**src/rtl/pyth_leg_solver.sv**
```systemverilog
// pyth_leg_solver: iterative, multiplier-free y = floor(sqrt(r^2 - x^2)) with start/busy/done handshake
//   clk, rst_n (async active-low), ena (global clock enable)
//   start, hyp_in (r), leg_in (x)  -> request and operands, accepted only in IDLE
//   busy, done (one-cycle pulse), leg_out (result y), invalid (x > r)
module pyth_leg_solver #(
  parameter int W = 8
) (
  input  logic         clk,
  input  logic         rst_n,
  input  logic         ena,
  input  logic         start,
  input  logic [W-1:0] hyp_in,
  input  logic [W-1:0] leg_in,
  output logic         busy,
  output logic         done,
  output logic [W-1:0] leg_out,
  output logic         invalid
);
  localparam int CW = $clog2(W) + 1;
  typedef enum logic [2:0] {IDLE, SQ_H, SQ_L, DIFF, ROOT, DONE} state_t;
  state_t state, state_nxt;
  logic [W-1:0]   r, x, root, m, root_nxt;
  logic [2*W-1:0] acc, r2, rad, term, sum;
  logic [W+3:0]   rem, cand, test, rem_nxt;
  logic [CW-1:0]  cnt;
  logic           last, ge;
  // shared shift-add squarer: the operand being squared is also its own multiplier
  assign m    = state == SQ_H ? r : x;
  assign last = cnt == CW'(W - 1);
  assign term = m[cnt[CW-2:0]] ? ({{W{1'b0}}, m} << cnt) : '0;
  assign sum  = acc + term;
  // restoring square-root digit: bring down two radicand bits, try subtracting 4*root+1
  assign cand     = {rem[W+1:0], rad[2*W-1 -: 2]};
  assign test     = {2'b00, root, 2'b01};
  assign ge       = cand >= test;
  assign rem_nxt  = ge ? cand - test : cand;
  assign root_nxt = {root[W-2:0], ge};
  assign busy = state != IDLE;
  assign done = state == DONE;
  always_ff @(posedge clk or negedge rst_n)
    if (!rst_n) state <= IDLE;
    else if (ena) state <= state_nxt;
  always_comb begin
    state_nxt = state;
    case (state)
      IDLE:    state_nxt = start ? SQ_H : IDLE;
      SQ_H:    state_nxt = last ? SQ_L : SQ_H;
      SQ_L:    state_nxt = last ? DIFF : SQ_L;
      DIFF:    state_nxt = x > r ? DONE : ROOT;
      ROOT:    state_nxt = last ? DONE : ROOT;
      default: state_nxt = IDLE;
    endcase
  end
  always_ff @(posedge clk or negedge rst_n) begin
    if (!rst_n) begin
      r       <= '0;
      x       <= '0;
      acc     <= '0;
      r2      <= '0;
      rad     <= '0;
      rem     <= '0;
      root    <= '0;
      cnt     <= '0;
      leg_out <= '0;
      invalid <= 1'b0;
    end else if (ena) begin
      case (state)
        IDLE: if (start) begin
          r   <= hyp_in;
          x   <= leg_in;
          acc <= '0;
          cnt <= '0;
        end
        SQ_H: begin
          acc <= last ? '0 : sum;
          r2  <= last ? sum : r2;
          cnt <= last ? '0 : cnt + 1'b1;
        end
        SQ_L: begin
          acc <= sum;
          cnt <= last ? '0 : cnt + 1'b1;
        end
        DIFF: if (x > r) begin
          leg_out <= '0;
          invalid <= 1'b1;
        end else begin
          rad  <= r2 - acc;
          rem  <= '0;
          root <= '0;
          cnt  <= '0;
        end
        ROOT: begin
          rad  <= rad << 2;
          rem  <= rem_nxt;
          root <= root_nxt;
          cnt  <= cnt + 1'b1;
          if (last) begin
            leg_out <= root_nxt;
            invalid <= 1'b0;
          end
        end
        default: ;
      endcase
    end
  end
endmodule

```
**config.mk**
```make
export PLATFORM = sky130hd
export DESIGN_NAME = pyth_leg_solver
export DESIGN_NICKNAME = d
export VERILOG_FILES = /design/src/rtl/pyth_leg_solver.sv
export SDC_FILE = /design/constraint.sdc
export NUM_CORES = 1
export LEC_CHECK = 0
export ABC_AREA = 1
export BUFFER_PORTS_ARGS = -buffer_cell sky130_fd_sc_hd__buf_2
export CAP_MARGIN = 20
export CORE_ASPECT_RATIO = 1.5
export CORE_MARGIN = 2
export CORE_UTILIZATION = 63
export CTS_CLUSTER_DIAMETER = 200
export DETAILED_ROUTE_END_ITERATION = 10
export PLACE_DENSITY = 0.79
export SYNTH_ARGS = -nofsm -noshare
export SYNTH_HDL_FRONTEND = slang
export SYNTH_SLANG_ARGS = --single-unit
```
**constraint.sdc**
```tcl
create_clock -name clk -period 4.7 [get_ports clk]
set_clock_uncertainty 0.2 [all_clocks]
set_input_delay 0.235 -clock clk [delete_from_list [all_inputs] [get_ports clk]]
set_output_delay 0.235 -clock clk [all_outputs]
set_load 0.1 [all_outputs]
```
# == Yosys cells after proc, flatten, opt, wreduce, memory -nomap -nowiden ==
# Cells that the tools add are included.
# Widths: inputs -> output; s select.
# op_classes
add_sub_neg,4
magnitude_cmp,3
n_eq_ne,10
n_shift,1
muxes,30
reduce_logical,12
# op_table
cell,n
$mux 16,4
$pmux 16 s3,1
$mux 8,4
$pmux 16 s2,1
$pmux 8 s2,2
$mux 10,2
$pmux 10 s2,1
$add 16x16->16,1
$pmux 4 s4,1
$shl 8x4->16,1
$sub 16x16->16,1
$pmux 3 s5,1
$ge 12x10->1,1
$mux 4,3
$reduce_and 3->1,4
$sub 10x10->10,1
$gt 8x8->1,1
$ne 2x2->1 const B,4
$reduce_and 4->1,2
$mux 1,7
$eq 3x2->1 const B,2
$eq 3x3->1 const B,2
$reduce_bool 3->1,2
$add 4x1->4 const B,1
other kinds (10),10
# word_totals
reg_bits,98
in_bits,20
output_inout_bits,11
elab_cells,71

# == Logic depth before layout (Yosys ltp) ==
# depth
depth_word,8
ltp_mapped,24
ltp_nobuf,24

# == Worst setup path before layout ==
# Ideal clock, no wire load.
# synth_timing
kind,reg-to-reg
startpoint,register state[2]
endpoint,register acc[12]
setup_ns,0.126
arrival_ns,2.967
slack_ns,1.407
path_stages_with_launch,25
path_cell_list,dfrtp_1 -> inv_4 -> nand3_4 -> buf_6 -> nand2_1 -> nand3_1 -> nand3_1 -> nand3_1 -> nand2_2 -> inv_2 -> nor2_2 -> inv_2 -> nor2_4 -> inv_1 -> fa_1 -> nand3b_1 -> nand2_1 -> nand2_1 -> a21oi_1 -> a21o_1 -> nand3_1 -> nand2_1 -> nand2_1 -> nand3_1 -> o21ai_0
# synth_between
elab_chain_len,8
# synth_rtl
item,line,rtl
"start, declared",21,"state_t state, state_nxt;"
"start signal, assigned",42,else if (ena) state <= state_nxt;
$eq 3x1->1,"28, 67",
$mux 8,28,assign m = state == SQ_H ? r : x;
$bmux 1 s3,30,"assign term = m[cnt[CW-2:0]] ? ({{W{1'b0}}, m} << cnt) : '0;"
$mux 1 (implied by the code),30,
$mux 16,30,
$add 16x16->16,31,assign sum = acc + term;
$mux 16,75,acc <= last ? '0 : sum;
$pmux 16 s3,67,case (state)
"end signal, assigned",75,
"end signal, assigned",80,acc <= sum;
"end, declared",23,"logic [2*W-1:0] acc, r2, rad, term, sum;"
# Several ways; a longest one is shown, not always the timed one. The select of a mux whose other input is x is not followed.
# A chain may end at the register's enable or synchronous reset.

# == Final worst setup path ==
# Ends and elaborated chain as after synthesis.

==> metrics.yaml <==
leading_area_contributor_after_synthesis: "dfrtp_1"
wl_per_cell_um: 14.8
vdd.ir_drop.worst_uv: 492
sequential_to_total_area_share_from_yosys_stat_pct: 36.7
cts.path.max_buffers: 2
cts-buffers-inserted: 9
power_frac_seq_pct: 23.6
rr_startpoint: "state[2]"
synth_area_per_cell_um2: 7.40
area_of_all_placed_cells_without_fillers_mm2: 0.00738
yosys-top-cells-area: "dfrtp_1, nand2_1, ha_1"
postSynth.asyncResetShare_pct: 100
timing.critical_path.fanout_max: 15
cts_tree: "yes"
netSwitchingFraction_pct: 51.7
totalPowerFinal_w: 0.00598
n_antenna_cell: 0
dpl_cell_area_mm2: 0.00691
ys.flop_type: "dfrtp_1"
synth.area.mux_share_pct: 0.150
initial_utilization_pct: 63.8
die_w_um: 88.1
per_cell_via_count_in_the_routed_design: 5.77
critPathCapture: "acc[12]"
grt_pass1_wl_um: 26700
clock_power_share_pct: 12.3
fill_cells: 894
die_y_um: 130
cts.repair.resized: 0
setup_viol: 0
static-leakage-power_nw: 3.79
detailedRoute.firstPassIterationCount: 5
design.die.area_mm2: 0.0115
synthCells: 903
drv.max_cap_violation_count: 0
dominant_combinational_cell_family_by_area_after_synthesis: "simple AND/OR/NAND/NOR gates"
grt_start_max_net_pins: 68
switching_power_w: 0.00309
wirelength_um: 16100
synth-simple-area-share_pct: 24.9
synth_xor_xnor_area_share_pct: 3.28
num_io_pins: 31
cell_count_after_placement: 1054
cts.sinks: 98
flow.area_growth_from_synthesis_pct: 10.4
worst_skew_pair.late_latency_ns: 0.35
finalCriticalPeriod_ns: 3.76
number_of_global_route_vias_before_repair: 6027
finalHoldViolations: 0
place_ws_ns: 1.01
timing.hold.worst.class: "input pin to register"
setup_repair_after_global_routing_missed_its_margin: "no"
power.share.combinational_pct: 64.1
cts_clock_pin_slew_for_the_worst_setup_and_hold_paths_ns: 0.07
synthTopCellsByCount: "nand2_1, dfrtp_1, inv_1"
fmax_mhz: 266
cts_root_buffer: "clkbuf_16"
regArea_mm2: 0.00245
yosysTopAreaCellShare_pct: 36.7
synth_adder_area_share_pct: 9.77
final_critical_path_setup_slack_ns: 0.943
critical_path.startpoint: "state[2]"
grt_usage_pct: 29.2
worst_slew_margin_rel_pct: 44.4
routed-via-count: 6274
fin_crit_sh_pct: 79.9
required_time_reported_for_the_critical_path_endpoint_ns: 4.72
yosysMostFrequentCell: "nand2_1"
drive_above_1_share_pct: 7.10
total_area_of_multi_input_combinational_cells_mm2: 0.00370
number_of_antenna_violations_at_the_first_check_in_global_routing: 0
synthDistinctLibCells: 50
post-dp-hpwl_um: 11900
synth_enable_flop_cells: 0
stdcell_count: 1088
drt-initial-drc-count: 348
global_route.overflow_total: 0
rows: 46
core_area_mm2: 0.0105
run_status: "finished, final reports clean"
crit-reg2reg-capture: "acc[12]"
worstSetupPathType: "register to register"
htree_num_levels: 3
fin_nets: 1010
report.final.slew_viol_count: 0
yosysWarningCount: 0
portBuffers: 30
rrSetupSlack_ns: 0.94
syn_nets: 974
crit_arrival_ns: 3.77
yosys_register_bits: 98
intPower_w: 0.00289
synth_compound_gate_area_share_pct: 17.2
setup-tns-final_ns: 0
final_antenna_net_count: 0
timing.reg2reg.worst_path_depth: 24
gp_congestion: 0.943
total_standard_cell_area_after_synthesis_mm2: 0.00669
cp-end-kind: "register"
min_delay_src: "start"
power.density_mw_per_mm2: 810
tightest_slew_ns: 0.833
start_kind: "register"
drcViolationCount: 0
[critical path: stages (launching register included)]
cell      delay (ns)
dfrtp_1         0.41
inv_4           0.09
nand3_4         0.18
inv_1           0.13
nand2_1         0.11
nand3_1         0.11
nand3_1         0.11
nand3_1         0.09
nand2_2         0.13
inv_2           0.08
nor2_2          0.09
inv_2           0.08
nor2_4          0.09
inv_1           0.06
fa_1            0.42
nand3b_1        0.19
nand2_1         0.08
nand2_1         0.06
a21oi_1         0.35
a21o_1          0.20
nand3_1         0.09
nand2_1         0.07
nand2_1         0.07
nand3_1         0.07
o21ai_0         0.08
[cell usage in the layout, fill, tap and decap left out, types with 5 or more instances in the layout]
master         synthesis  final
nand2_1              220    220
inv_2                  7      7
xnor2_1                8      8
a21oi_1               62     62
nand3_1               69     69
o21ai_0               89     89
nand4_1                6      6
ha_1                  49     49
nor2_1                67     67
buf_2                 14     29
a211oi_1               6      6
clkbuf_16              0      9
o22ai_1                5      5
dfrtp_1               98     98
a21o_1                 9      9
inv_1                 97     97
dlygate4sd3_1          0     18
o21ai_1                8      8
nor3_1                 9      9
xor2_1                17     17
[power by group through the flow]
stage	combinational [W]	sequential, W	clock, W
2_1_floorplan	0.00287	0.00153	0
3_3_place_gp	0.00361	0.00140	0
3_5_place_dp	0.00374	0.00142	0
4_1_cts	0.00379	0.00140	0.000737
5_1_grt	0.00431	0.00144	0.000774
6_report	0.00383	0.00141	0.000733
[flip-flops by register name, summed over array words and instances (netlist names)]
signal   flops
acc         16
r2          16
rad         16
rem         10
leg_out      8
r            8
root         8
x            8
cnt          4
state        3
invalid      1
[metrics by stage]
stage	hold slack (ns)	util (%)
4_1_cts	0.161	70.4
6_report	0.154	70.4
5_1_grt	0.198	70.4
3_3_place_gp	0.183	66.0
3_5_place_dp	0.188	66.0
2_1_floorplan	-0.261	-
[cell families after synthesis]
group,Yosys count
flops,98
mux,1
compound gates,205
buf+inv,133
fa+ha+maj,51
xor+xnor,25
simple gates,390
[layout make-up]
type | count | share of cell area (%)
inverter | 107 | 5.48
multi-input combinational | 672 | 50.1
tap | 144 | 2.44
clock inverter | 4 | 0.712
sequential | 98 | 33.2
clock buffer | 12 | 3.20
timing repair buffer | 51 | 4.82
[worst min-delay path by stage]
stage                     to  slack (ns)  depth (start not counted)
global placement     root[7]        0.18                          1
global route        state[0]        0.20                          5
finish              state[0]        0.15                          5
floorplan             acc[0]       -0.26                          0
CTS                 state[0]        0.16                          5
detailed placement    rem[9]        0.19                          1
[routing by layer]
metal | share of wire, % | global-route usage, %
met5 | 0 | 0
met4 | 2.1 | 9.71
met3 | 4.2 | 4.81
met2 | 53 | 53.9
met1 | 41 | 33.8
[timing repair]
item | CTS | global route
buffers inserted | 0 | 0
hold endpoints to repair | 83 | 0
hold buffers | 18 | 0
Note: power is estimated with default switching activity, not from simulation.
